### config.mk
export PLATFORM = sky130hd
export DESIGN_NAME = mem_read_serializer
export DESIGN_NICKNAME = d
export VERILOG_FILES = /design/src/rtl/mem_read_serializer.sv
export SDC_FILE = /design/constraint.sdc
export NUM_CORES = 1
export LEC_CHECK = 0
export CAP_MARGIN = 40
export CORE_MARGIN = 3
export CORE_UTILIZATION = 53
export CTS_CLUSTER_DIAMETER = 80
export CTS_CLUSTER_SIZE = 14
export DETAILED_ROUTE_END_ITERATION = 8
export GPL_TIMING_DRIVEN = 0
export PLACE_DENSITY = 0.86
export SYNTH_ARGS = -nofsm -noshare
export SYNTH_HDL_FRONTEND = slang
export SYNTH_SLANG_ARGS = --single-unit
### constraint.sdc
create_clock -name clk -period 3 [get_ports clk]
set_input_delay 0.3 -clock clk [delete_from_list [all_inputs] [get_ports clk]]
set_output_delay 0.3 -clock clk [all_outputs]
set_load 0.05 [all_outputs]
### src/rtl/mem_read_serializer.sv
// mem_read_serializer: fetches a run of BRAM words and streams them MSB-first as bytes to a UART tx.
// Define MEM_READ_SERIALIZER_CHECKSUM_EN to append a modulo-256 sum byte after each completed run.
module mem_read_serializer #(
    parameter int DATA_W = 8,
    parameter int ADDR_W = 10,
    parameter int READ_LAT = 1,
    parameter logic [1:0] READ_STATE = 2'd1
) (
    input  logic              clk,
    input  logic              rst,
    input  logic [1:0]        master_state,
    input  logic [ADDR_W-1:0] rd_base,
    input  logic [ADDR_W:0]   rd_len,
    input  logic [DATA_W-1:0] doutb,
    output logic              enb,
    output logic [ADDR_W-1:0] addrb,
    input  logic              tx_ongoing,
    output logic              tx_start,
    output logic [7:0]        byte_to_send,
    output logic [7:0]        status,
    output logic [7:0]        status_next,
    output logic              read_done
);
    localparam int NB = DATA_W / 8;
    localparam logic [ADDR_W:0] DEPTH = {1'b1, {ADDR_W{1'b0}}};

    typedef enum logic [7:0] {
        IDLE      = 8'h01,
        FETCH     = 8'h02,
        WAIT_MEM  = 8'h04,
        LOAD      = 8'h08,
        SEND      = 8'h10,
        WAIT_ACK  = 8'h20,
        WAIT_FREE = 8'h40,
        DONE      = 8'h80
    } state_t;

    state_t state, state_next;
    logic [ADDR_W:0] words_left;
    logic [DATA_W-1:0] shreg;
    logic [3:0] byte_idx;
    logic [1:0] lat_cnt;
    logic run, more_bytes, more_words, data_send, cs_pending;
    logic [7:0] data_byte, cs_val;
    logic [ADDR_W:0] len_clamped;

    assign run = master_state == READ_STATE;
    assign more_bytes = byte_idx != 4'(NB - 1);
    assign more_words = words_left != {{ADDR_W{1'b0}}, 1'b1};
    assign len_clamped = (rd_len == '0 || rd_len > DEPTH) ? DEPTH : rd_len;
    assign data_byte = state == LOAD ? doutb[DATA_W-1 -: 8] : shreg[DATA_W-1 -: 8];
    assign data_send = state_next == SEND && (state == LOAD || more_bytes);
    assign status = state;
    assign status_next = state_next;

    always_comb begin
        state_next = state;
        case (state)
            IDLE:      state_next = run ? FETCH : IDLE;
            FETCH:     state_next = READ_LAT > 1 ? WAIT_MEM : LOAD;
            WAIT_MEM:  state_next = lat_cnt == 2'(READ_LAT - 1) ? LOAD : WAIT_MEM;
            LOAD:      state_next = SEND;
            SEND:      state_next = WAIT_ACK;
            WAIT_ACK:  state_next = tx_ongoing ? WAIT_FREE : WAIT_ACK;
            WAIT_FREE: state_next = tx_ongoing ? WAIT_FREE :
                                    more_bytes ? SEND : more_words ? FETCH : cs_pending ? SEND : DONE;
            DONE:      state_next = run ? DONE : IDLE;
            default:   state_next = IDLE;
        endcase
        // Losing READ mid-run abandons it without signalling completion.
        if (!run && state != IDLE && state != DONE) state_next = IDLE;
    end

    always_ff @(posedge clk) begin
        if (rst) begin
            state        <= IDLE;
            enb          <= 1'b0;
            addrb        <= '0;
            tx_start     <= 1'b0;
            byte_to_send <= '0;
            read_done    <= 1'b0;
            words_left   <= '0;
            shreg        <= '0;
            byte_idx     <= '0;
            lat_cnt      <= '0;
        end else begin
            state     <= state_next;
            enb       <= state_next == FETCH;
            tx_start  <= state_next == SEND;
            read_done <= state_next == DONE;
            if (state == IDLE && state_next == FETCH) begin
                addrb      <= rd_base;
                words_left <= len_clamped;
            end else if (state == WAIT_FREE && state_next == FETCH) begin
                addrb      <= addrb + 1'b1;
                words_left <= words_left - 1'b1;
            end
            lat_cnt <= state == FETCH ? 2'd1 : state == WAIT_MEM ? lat_cnt + 2'd1 : lat_cnt;
            if (state_next == SEND) byte_to_send <= data_send ? data_byte : cs_val;
            if (data_send) begin
                shreg    <= (state == LOAD ? doutb : shreg) << 8;
                byte_idx <= state == LOAD ? 4'd0 : byte_idx + 4'd1;
            end
        end
    end

`ifdef MEM_READ_SERIALIZER_CHECKSUM_EN
    logic [7:0] sum;
    logic cs_phase;

    always_ff @(posedge clk) begin
        if (rst || state == IDLE) begin
            sum      <= '0;
            cs_phase <= 1'b0;
        end else if (data_send) begin
            sum <= sum + data_byte;
        end else if (state_next == SEND) begin
            cs_phase <= 1'b1;
        end
    end

    assign cs_pending = !cs_phase;
    assign cs_val = sum;
`else
    assign cs_pending = 1'b0;
    assign cs_val = 8'h00;
`endif
endmodule

## Word level (Yosys, flattened, before mapping)

Cells that the tools add are included.

| storage, ports and cells | value |
|---|---|
| input port bits | 34 |
| output and inout port bits | 37 |
| logic and storage cells | 63 |
| bits in registers | 46 |

| cells by class | value |
|---|---|
| reduce and logical (&&, ||, !) cells | 14 |
| $lt $le $gt $ge | 1 |
| $add $sub $neg | 4 |
| eq/ne operators | 15 |
| muxes and demuxes | 19 |

Operators with widths:

| operator | number |
|---|---|
| one-hot mux 8 bit (8 select lines) | 1 |
| 2-to-1 mux 8 bit | 7 |
| 2-to-1 mux 11 bit | 3 |
| 2-to-1 mux 10 bit | 2 |
| == test 8 x 2 -> 1 bit, second input constant | 2 |
| == test 8 x 5 -> 1 bit, second input constant | 2 |
| == test 8 bit, second input constant | 2 |
| greater-than comparator 11 bit, second input constant | 1 |
| logical NOT 11 bit | 1 |
| inequality test 11 x 1 -> 1 bit, second input constant | 1 |
| subtractor 11 x 1 -> 11 bit, second input constant | 1 |
| adder 10 x 1 -> 10 bit, second input constant | 1 |
| == test 8 x 1 -> 1 bit, second input constant | 1 |
| == test 8 x 3 -> 1 bit, second input constant | 1 |
| == test 8 x 4 -> 1 bit, second input constant | 1 |
| == test 8 x 6 -> 1 bit, second input constant | 1 |
| == test 8 x 7 -> 1 bit, second input constant | 1 |
| 2-to-1 mux 4 bit | 2 |
| inequality test 8 x 1 -> 1 bit, second input constant | 1 |
| inequality test 8 bit, second input constant | 1 |
| 2-to-1 mux 7 bit | 1 |
| logical AND 1 bit | 5 |
| adder 4 x 1 -> 4 bit, second input constant | 1 |
| nonzero test 2 bit | 2 |
| 9 further kinds | 11 |

## Logic depth before layout (Yosys ltp)

Gate-level depths: netlist of run 1.

| depth | value |
|---|---|
| word-level depth | 10 |
| gate-level depth with buffers | 8 |
| mapped depth without buffers | 7 |

## Least setup slack after synthesis of run 1

OpenSTA, ideal clock, no wires.

| timing | value |
|---|---|
| kind | flip-flop to flip-flop |
| start point | reg state[0], in the netlist status[0] |
| end point | reg state[6], in the netlist status[6] |
| setup time | 67 ps |
| cell stages (with the launch flop) | 6 |
| clock period less this slack | 3,464 ps |
| slack | -464 ps |
| buffers on the path | 0 |
| arrival | 3,397 ps |
| data required time | 2,933 ps |
| cells stage by stage | dfxtp_1 > or4b_1 > o21ai_2 > nor2_2 > nor4_1 > and2_1 |

| between the ends | value |
|---|---|
| cells in the longest elaborated chain, start to end | 4 |
| elaborated cells on any way between the ends | 14 |
| those cells by class | eq/ne (10); mux (2); reduce/logical (2) |

Ends and longest elaborated chain:

| what | line | RTL |
|---|---|---|
| start: declaration | 38 | `state_t state, state_next;` |
| start signal: assignment | 87 | `state <= state_next;` |
| parallel branches: the longest is 3 deep, another holds == test 8 bit | n/a |  |
| 2-to-1 mux 8 bit * | 71 | `if (!run && state != IDLE && state != DONE) state_next = IDLE;` |
| named net status_next[6] | 21 | `output logic [7:0] status_next,` |

Mark *: on every way through the listed nets, which the timed path passes.
A chain may end at the register's enable or synchronous reset.

## Final worst setup path of run 1

| timing | value |
|---|---|
| start point | reg state[2], in the netlist status[2] |
| end point | out status_next[6] |

| between the ends | value |
|---|---|
| cells in the longest elaborated chain, start to end | 4 |
| elaborated cells on any way between the ends | 14 |
| those cells by class | eq/ne (10); mux (2); reduce/logical (2) |

Ends and longest elaborated chain:

| what | line |
|---|---|
| parallel branches: the longest is 3 deep, another holds == test 8 bit | n/a |
| 2-to-1 mux 8 bit * | 71 |
| end: declaration | 21 |

Mark *: on every way between the ends.

==> results by group, run 1 <==
Drt
  • Drt via density: about 6.5
  • Vias: around 3,200
  • Detail Route Antenna Nets: 0
  • DRC: 0
  • DR iter-0 viols: between 300 and 400
  • Final WL: just under 9000 µm
  • Drt pass-1 iters: 5
  • Avg WL per Cell: roughly 18 µm

Synth
  • Yosys reg bits: 46
  • Prevailing post-synth register cell: dfxtp_1
  • Syn Area/Cell: slightly above 8 µm²
  • Syn Nets: 386
  • Yosys warnings: 0
  • Post-Synthesis Cells: 346
  • Yosys cell types: 61
  • Number of synthesized flops with an enable pin: 0
  • Register area share after synthesis: ~33%
  • Synth Cell Area: 2790 µm²
  • Post-synth ARST share: 0%

STA
  • Worst-margin pin slew: between 0.8 and 0.9 ns
  • Final hold violation count: 0
  • Post-Route Skew: between 0.007 and 0.008 ns
  • Fin crit period: approximately 2.9 ns
  • RSZ-0062 raised after global routing: false
  • Final setup vio count: 0
  • Slew margin rel.: 40.7%
  • Fin Hold WS: between 0.4 and 0.5 ns
  • Fin. max-slew vios: 0
  • Max Fclk: ~350 MHz
  • Tcrit/Tclk final: 95.9%

Worst setup path
  • Register-to-register setup slack: 0.35 ns
  • Crit path from: status[2]
  • Crit path launch type: flop
  • Critical path class: reg -> out
  • Reg-to-Reg Start: byte_idx[0]
  • Slowest cell on crit path: or4b_1
  • Worst path bufs/invs: 1
  • Worst-path cell chain: or4b_1 -> o21ai_2 -> nor2_2 -> nor4_2 -> dlygate4sd2_1
  • Worst EP required: 2.70 ns
  • Crit path DAT: around 2.6 ns
  • Crit. End Element: output pin
  • CP max FO: 9
  • Max incr delay on CP: ~0.65 ns
  • Crit-path leading delay family: simple AND/OR/NAND/NOR gates

Clocking
  • CTS Buffer Depth: 2
  • Htree depth: 2
  • Root buffer cell: clkbuf_8
  • Inserted Clock Buffers: 5
  • CTS tree: done
  • CTS clk-pin slew, worst paths: 0.09 ns
  • Clk_lat worst skew: roughly 0.31 ns
  • # clock sinks: 46

Placement
  • Placed insts: 482
  • PortBufs: between 60 and 70
  • Final GP Congestion: 0.931
  • DP Wirelength: between 6000 and 7000 µm

Cells and area
  • Final non-filler cell total: 492
  • Nets@finish: ~460
  • Most common cell after layout, fill and taps aside: clkdlybuf4s50_1
  • Commonest cells after routing, fill and taps aside: 61 x clkdlybuf4s50_1, 45 x dfxtp_1, 29 x nand2_1
  • Ant diodes: 0
  • Share of cells above drive strength 1: 11.8%
  • P&R area growth vs syn: 34.0%

Flow run
  • Max-cap violations: 0

Power
  • Pwr/cell area: roughly 400 nW/µm²
  • Clock Power Share: roughly a third
  • P_leak: around 1.4 nW
  • Internal power: 1.02 mW
  • Sw frac: between 30% and 40%
  • Pwr Total: 1.49 mW
  • Max IR drop VDD: between 0.2 and 0.25 mV
  • Flop pwr share: 44.2%
  • Switch Pwr: 0.463 mW
  • Comb pwr share: a little under a quarter

Die
  • DIE WIDTH: approximately 79 µm
  • Initial Utilization: between 50% and 60%
  • Die Y: around 79 µm
  • Rows: 25
  • IO Count: between 70 and 80
  • Core ar.: between 4000 and 5000 µm²
  • Die area: approximately 6000 µm²

Global route
  • Antenna violations before repair: 0
  • Largest net degree at the start of global routing: 16
  • Number of global-route vias before repair: ~3,000
  • First-pass GRT wire length: about 14,000 µm
  • GRT overflow: 0
  • All-Layer GR Usage: ~29%

Run status
  • Status: finished clean

Hold path
  • Hold WC Path Type: reg -> reg
  • Hold_sp: byte_to_send[0]
[power groups by stage]
stage / registers, mW / clock network [mW] / logic (mW)
after floorplan: 0.684 / 0 / 0.191
after global placement: 0.666 / 0 / 0.323
after detailed placement: 0.667 / 0 / 0.328
after CTS: 0.654 / 0.486 / 0.334
after global routing: 0.658 / 0.508 / 0.372
final: 0.657 / 0.481 / 0.348
[layout make-up]
type	instances	area [µm²]
multi-input combinational	264	1750
fill	388	1170
sequential	46	922
timing repair buffer	71	696
buffer	24	128
tap	67	83.8
clock buffer	5	68.8
inverter	12	45.0
clock inverter	3	43.8
[stage by stage]
stage / cell area (µm²) / worst slack (ns) / utilization [%] / setup TNS (ns)
finish: 3740 / 0.124 / 76.2 / 0
floorplan: 2810 / 0.0536 / - / 0
global route: 3740 / 0.00639 / 76.2 / 0
global placement: 3580 / -0.329 / 72.9 / -1.21
CTS: 3700 / 0.0911 / 75.3 / 0
detailed placement: 3580 / -0.375 / 72.9 / -1.39
[worst register-to-register path, cell delays in order, from the launching register on]
cell	delay, ns
dfxtp_1	0.36
inv_1	0.09
ha_1	0.17
nor4b_2	0.72
nor4b_1	0.68
nand4_1	0.18
a21oi_1	0.21
o32ai_1	0.12
[sequential cells by signal (all words and copies together), names as in the netlist]
register      flops
tx_start          1
enb               1
byte_idx          4
words_left       11
byte_to_send      8
read_done         1
lat_cnt           2
addrb            10
status            8
[cells in the mapped netlist (10+ instances only)]
cell | count | area, µm²
dfxtp_1 | 46 | 921
nand2_1 | 29 | 109
nor2_1 | 23 | 86.3
a21oi_1 | 19 | 95.1
nand3_1 | 18 | 90.1
o21ai_1 | 17 | 85.1
and3_1 | 12 | 75.1
clkbuf_1 | 12 | 45.0
nor3_1 | 12 | 60.1
buf_2 | 10 | 50.1
inv_1 | 10 | 37.5
o32ai_1 | 10 | 87.6
[kinds of logic (layout without fill, tap and decap cells)]
logic type               count (synthesis)  in the layout  share of synthesized area [%]
flip-flops                              46             46                           33.0
AO/OA/AOI/OAI                          100            100                           24.7
multiplexers                             2              2                          0.717
adder cells (fa/ha/maj)                  6              6                           2.69
buffers and inverters                   36            115                           5.83
AND/OR/NAND/NOR                        149            149                           30.9
XOR/XNOR                                 7              7                           2.20
[path summary, 6_finish.rpt]
| check | to | cells after the start |
|---|---|---|
| max | status_next[6] | 5 |
| min | byte_to_send[0] | 2 |
| max reg2reg | words_left[8] | 7 |
| min reg2reg | byte_to_send[0] | 2 |
[layer usage]
layer	share of wire (%)	vias to the layer above	wire, µm	GRT usage [%]
li1	-	1479	-	-
met2	47	223	4240	47.1
met1	40	1480	3590	37.1
met3	9.9	33	887	5.85
met5	0	-	0	0
met4	2.6	0	234	11.4
[timing repair]
action / in CTS / in global routing
gates resized for setup: 35 / 13
endpoints found under the hold margin: 0 / 0
cloned: 0 / 0
pin swaps: 0 / 1
setup endpoints to repair: 7 / 8
hold buffers: 0 / 0
buffers inserted: 0 / 2
Power figures use the tool's default switching activity.
==> run 2: changes to the inputs <==
--- a/config.mk
+++ b/config.mk
@@ -6,7 +6,7 @@
 export NUM_CORES = 1
 export LEC_CHECK = 0
 export CAP_MARGIN = 40
-export CORE_MARGIN = 3
+export CORE_MARGIN = 2
 export CORE_UTILIZATION = 53
 export CTS_CLUSTER_DIAMETER = 80
 export CTS_CLUSTER_SIZE = 14
==> run 2 against run 1 <==
Final area down 0.47%. Power down 0.56%. Hold slack worse by 0.0030 ns. Register-to-register slack better by 0.15 ns. Non-clock buffer count fell by 2. Clock power about the same. Largest cell class unchanged. Core utilization fell by 3.3 points. Critical path type unchanged. Combinational power is 2% lower. Sequential power about the same. Worst setup slack better by 0.027 ns.
==> results by group, run 2 (synthesized netlist as in run 1, its figures left out) <==
Flow run
  • Max-cap violations: 0

Cells and area
  • Largest regs: words_left (11), addrb (10)
  • Max reg flops: 11
  • Footprint of the multi-input gates: ~1800 µm²
  • Nets@finish: 462
  • Share of cells above drive strength 1: 11.3%
  • P&R area growth vs syn: 33.3%
  • Commonest cells after routing, fill and taps aside: 62 x clkdlybuf4s50_1, 45 x dfxtp_1, 29 x nand2_1
  • Final Cell Area: 3720 µm²
  • Ant diodes: 0
  • Most flop-heavy register: words_left
  • Register cell area after layout: 922 µm²
  • Fillers: between 400 and 500
  • Most common cell after layout, fill and taps aside: clkdlybuf4s50_1

Global route
  • Number of global-route vias before repair: ~3,000
  • Largest net degree at the start of global routing: 16
  • GRT overflow: 0
  • All-Layer GR Usage: around 29%
  • First-pass GRT wire length: ~14,000 µm
  • Antenna violations before repair: 0

Drt
  • Drt pass-1 iters: 9
  • DRC: 0
  • Final WL: 8580 µm
  • Detail Route Antenna Nets: 0
  • DR iter-0 viols: between 200 and 300
  • Vias: approximately 3,200
  • Drt via density: 6.45
  • Avg WL per Cell: around 17 µm

Worst setup path
  • Slowest cell on crit path: or4b_1
  • Reg-to-Reg Start: byte_idx[0]
  • Max incr delay on CP: between 0.6 and 0.7 ns
  • CP max FO: 9
  • Worst-path cell chain: or4b_1 -> o21ai_2 -> nor2_2 -> nor4_2 -> dlygate4sd2_1
  • Crit path DAT: 2.55 ns
  • Crit path launch type: flop
  • Crit-path leading delay family: simple AND/OR/NAND/NOR gates
  • Critical path class: reg -> out
  • Crit. End Element: output pin
  • Worst path bufs/invs: 1
  • Worst EP required: roughly 2.7 ns
  • Crit path from: status[2]

Die
  • Initial Utilization: between 50% and 60%
  • Die area: between 5000 and 6000 µm²
  • DIE WIDTH: 76.6 µm
  • Rows: 26
  • IO Count: between 70 and 80
  • Core ar.: about 5100 µm²
  • Die Y: 76.6 µm

Hold path
  • Hold WC Path Type: reg -> reg
  • Hold_sp: byte_to_send[6]

STA
  • Fin. max-slew vios: 0
  • RSZ-0062 raised after global routing: false
  • Slew margin rel.: 44.6%
  • Max Fclk: around 350 MHz
  • Post-Route Skew: 0.00601 ns
  • Fin crit period: 2.85 ns
  • Setup TNS: 0 ns
  • Final setup vio count: 0
  • Worst-margin pin slew: approximately 0.83 ns
  • Final hold violation count: 0
  • Tcrit/Tclk final: between 90% and 100%

Placement
  • Final GP Congestion: ~0.94
  • Cell area after placement: 3580 µm²
  • PortBufs: slightly below 70
  • DP Wirelength: around 6200 µm

Power
  • Max IR drop VDD: between 0.2 and 0.3 mV
  • P_leak: 1.33 nW
  • Pwr Total: about 1.5 mW
  • Pwr/cell area: between 300 and 400 nW/µm²

Clocking
  • # clock sinks: 46
  • Htree depth: 2
  • CTS clk-pin slew, worst paths: 0.09 ns
  • Post-CTS Setup Bufs: 0
  • CTS Buffer Depth: 2
  • Clk_lat worst skew: 0.31 ns
  • Root buffer cell: clkbuf_8
  • CTS tree: done
  • Inserted Clock Buffers: 5

Run status
  • Status: finished clean
## run 2: cell types whose count changed in the layout (fill, tap and decap cells not counted), moves of 2 or more
cell	delta
buf_4	-2
buf_2	+2
clkinvlp_4	+2
clkbuf_4	-2
## run 2: final cells by class
class | count | area share, %
Buffer | 24 | 3.29
Tap cell | 70 | 2.35
Sequential cell | 46 | 24.8
Clock buffer | 5 | 1.85
Inverter | 12 | 1.21
Clock inverter | 3 | 1.21
Multi-Input combinational cell | 264 | 47.1
Timing Repair Buffer | 69 | 18.2
## run 2: final timing paths
kind / slack, ns / cells after the start / to
max: 0.15 / 5 / status_next[6]
min: 0.45 / 2 / byte_to_send[6]
max reg2reg: 0.50 / 7 / words_left[10]
min reg2reg: 0.45 / 2 / byte_to_send[6]
## run 2: power breakdown
part,internal [mW],switching [mW],total [mW]
combinational,0.141,0.200,0.341
sequential,0.630,0.0247,0.655
clock,0.248,0.234,0.482
## run 2: repair_timing
item                                    in CTS  in global routing
endpoints found under the setup margin       7                  7
resized for setup                           35                 10
gates cloned                                 0                  0
hold buffers                                 0                  0
## run 2: metrics by stage
stage                     std cells  worst slack (ns)  hold slack, ns  utilization [%]
final                           493             0.152           0.450             72.9
after global routing            493            0.0219           0.468             72.9
after CTS                       493            0.0687           0.453             72.4
after detailed placement        485            -0.339           0.439             70.2
after global placement          485            -0.289           0.435             70.2
after floorplan                 346            0.0536           0.437                -
## run 2: layer usage
metal | track usage [%] | share of wire (%)
met5 | 0 | 0
met4 | 12.0 | 1.7
met3 | 6.52 | 9.4
met2 | 48.1 | 48
met1 | 36.5 | 41
## run 2: worst min-delay path: cells and delay by family (launching register included)
kind / cells / cell delay [ns]
AOI/OAI and AO/OA: 1 / 0.05
DFF: 1 / 0.32
and+or+nand+nor: 1 / 0.05
==> run 3: changes to the inputs <==
--- a/config.mk
+++ b/config.mk
@@ -11,7 +11,7 @@
 export CTS_CLUSTER_DIAMETER = 80
 export CTS_CLUSTER_SIZE = 14
 export DETAILED_ROUTE_END_ITERATION = 8
-export GPL_TIMING_DRIVEN = 0
+export GPL_TIMING_DRIVEN = 1
 export PLACE_DENSITY = 0.86
 export SYNTH_ARGS = -nofsm -noshare
 export SYNTH_HDL_FRONTEND = slang
==> run 3 against run 2 <==
Sequential cell count stayed put. Clock power fell by 3%. Final cell count is 1.8% lower. Count of clock-buffer cells in the layout stayed put. Critical path depth is 1 higher. Sequential share of layout area fell by 0.12 points. Worst setup slack better by 0.081 ns. Sequential power is essentially flat. Critical path type unchanged. Largest power group unchanged.
==> results by group, run 3 (synthesized netlist as in run 1, its figures left out) <==
Clocking
  • # clock sinks: 46
  • CTS tree: done
  • Post-CTS Setup Bufs: 0
  • Hold_buf cts: 0
  • Clk_lat worst skew: slightly above 0.3 ns
  • Root buffer cell: clkbuf_8
  • CTS clk-pin slew, worst paths: around 0.09 ns
  • Cts repair resizes: 0
  • CTS Buffer Depth: 2
  • Inserted Clock Buffers: 5
  • Htree depth: 2

Run status
  • Status: finished clean

Cells and area
  • Ant diodes: 0
  • Final Cell Area: 3740 µm²
  • Nets@finish: 453
  • Commonest cells after routing, fill and taps aside: 63 x clkdlybuf4s50_1, 46 x dfxtp_1, 29 x nand2_1
  • Largest regs: words_left (11), addrb (10)
  • Most common cell after layout, fill and taps aside: clkdlybuf4s50_1
  • Max reg flops: 11
  • Share of cells above drive strength 1: between 10% and 20%
  • Most flop-heavy register: words_left
  • P&R area growth vs syn: 33.8%

Drt
  • DRC: 0
  • Avg WL per Cell: 16.0 µm
  • Detail Route Antenna Nets: 0
  • Drt via density: 6.21
  • Vias: approximately 3,000
  • Drt pass-1 iters: 6
  • DR iter-0 viols: between 150 and 200
  • Final WL: just under 8000 µm

Hold path
  • Worst hold endpoint: byte_to_send[3]
  • Hold_sp: byte_to_send[3]
  • Hold WC Path Type: reg -> reg
  • Hold Crit Depth: 2

Worst setup path
  • Worst path bufs/invs: 1
  • Crit-path leading delay family: simple AND/OR/NAND/NOR gates
  • Max incr delay on CP: roughly 0.70 ns
  • Reg-to-Reg Start: status[0]
  • Worst-path cell chain: nor4_2 -> nand3_1 -> o311ai_0 -> or2_2 -> nand2_1 -> clkdlybuf4s50_1
  • Crit. End Element: output pin
  • Crit path launch type: flop
  • Crit path DAT: between 2 and 2.5 ns
  • Register-to-register setup slack: around 0.55 ns
  • R2R depth: 5
  • CP max FO: 8
  • Worst r2r dst: words_left[5]
  • Worst EP required: 2.70 ns
  • Crit path from: status[2]
  • Critical path class: reg -> out
  • Slowest cell on crit path: clkdlybuf4s50_1

Die
  • Die area: ~5900 µm²
  • Initial Utilization: a little over half
  • DIE WIDTH: ~77 µm
  • Die Y: 76.6 µm
  • Rows: 26
  • Core ar.: 5110 µm²
  • IO Count: a little over 70

Global route
  • Number of global-route vias before repair: 2,871
  • GRT overflow: 0
  • GRT met2 Usage: a little under half
  • Largest net degree at the start of global routing: 27
  • GR peak layer: met2
  • Antenna violations before repair: 0
  • All-Layer GR Usage: a little over a quarter
  • GRT met1 Usage: 33.1%
  • Grt met3 use: just over 6%
  • First-pass GRT wire length: approximately 13,000 µm

STA
  • Slew margin rel.: 43.3%
  • Fin. max-slew vios: 0
  • Setup TNS: 0 ns
  • Tcrit/Tclk final: 92.3%
  • Post-route setup slack: about 0.23 ns
  • Post-Route Skew: between 0.007 and 0.008 ns
  • Worst-margin pin slew: ~0.85 ns
  • Max Fclk: about 360 MHz
  • Final hold violation count: 0
  • Fin crit period: 2.77 ns
  • Final setup vio count: 0
  • RSZ-0062 raised after global routing: false

Power
  • P_leak: between 1 and 1.5 nW
  • Pwr/cell area: 389 nW/µm²
  • Max IR drop VDD: ~0.28 mV

Placement
  • Post-Place Setup Slack: between 0.5 and 0.6 ns
  • Final GP Congestion: approximately 0.91
  • DP Wirelength: ~5500 µm
  • Cell area after placement: around 3600 µm²
  • PortBufs: 70

Flow run
  • Max-cap violations: 0
==> run 3: changes by cell type in the layout (fill, tap and decap cells not counted), sizes merged <==
cell,delta
buf,+9
clkdlybuf4s50,+1
dlygate4sd2,-1
clkbuf,-17
clkinvlp,-2
clkdlybuf4s15,-1
clkinv,+2
==> run 3: per-stage QoR <==
stage          hold slack, ns  total power, mW  instances  util, %
6_report                0.452             1.45        484     73.2
5_1_grt                 0.468             1.52        484     73.2
4_1_cts                 0.454             1.46        484     73.2
3_5_place_dp            0.442            0.996        476     71.0
3_3_place_gp            0.435            0.990        476     71.0
2_1_floorplan           0.437            0.875        346        -
==> run 3: worst max path at each step <==
stage	to	cells after the start	slack, ns
final	status_next[0]	6	0.23
after global routing	status_next[0]	6	0.04
after CTS	status_next[0]	6	0.23
after detailed placement	status_next[0]	6	0.58
after global placement	status_next[0]	6	0.61
after floorplan	status_next[1]	6	0.05
==> run 3: metal layers <==
layer | routed length, µm | share of wire (%)
met1 | 3190 | 41
met2 | 3790 | 49
met3 | 616 | 8.0
met4 | 131 | 1.7
met5 | 0 | 0
==> run 3: area by class of cell <==
| class | instances | area [µm²] |
|---|---|---|
| timing repair buffer | 84 | 851 |
| sequential | 46 | 921 |
| clock buffer | 5 | 68.8 |
| tap | 70 | 87.6 |
| multi-input combinational | 264 | 1720 |
| fill | 410 | 1370 |
| inverter | 12 | 45.0 |
| clock inverter | 3 | 40.0 |
==> run 3: power breakdown <==
group	switching, mW	total, mW	leakage (nW)	internal, mW
sequential	0.0228	0.653	0.373	0.630
clock	0.220	0.466	0.0579	0.245
combinational	0.188	0.334	0.915	0.146
total	0.431	1.45	1.35	1.02
==> run 3: worst reg2reg max path: stages, from the launching register on <==
cell	delay, ns
dfxtp_1	0.48
or4b_1	0.55
or3_1	0.71
o21a_1	0.25
a221o_1	0.31
o21ai_1	0.10
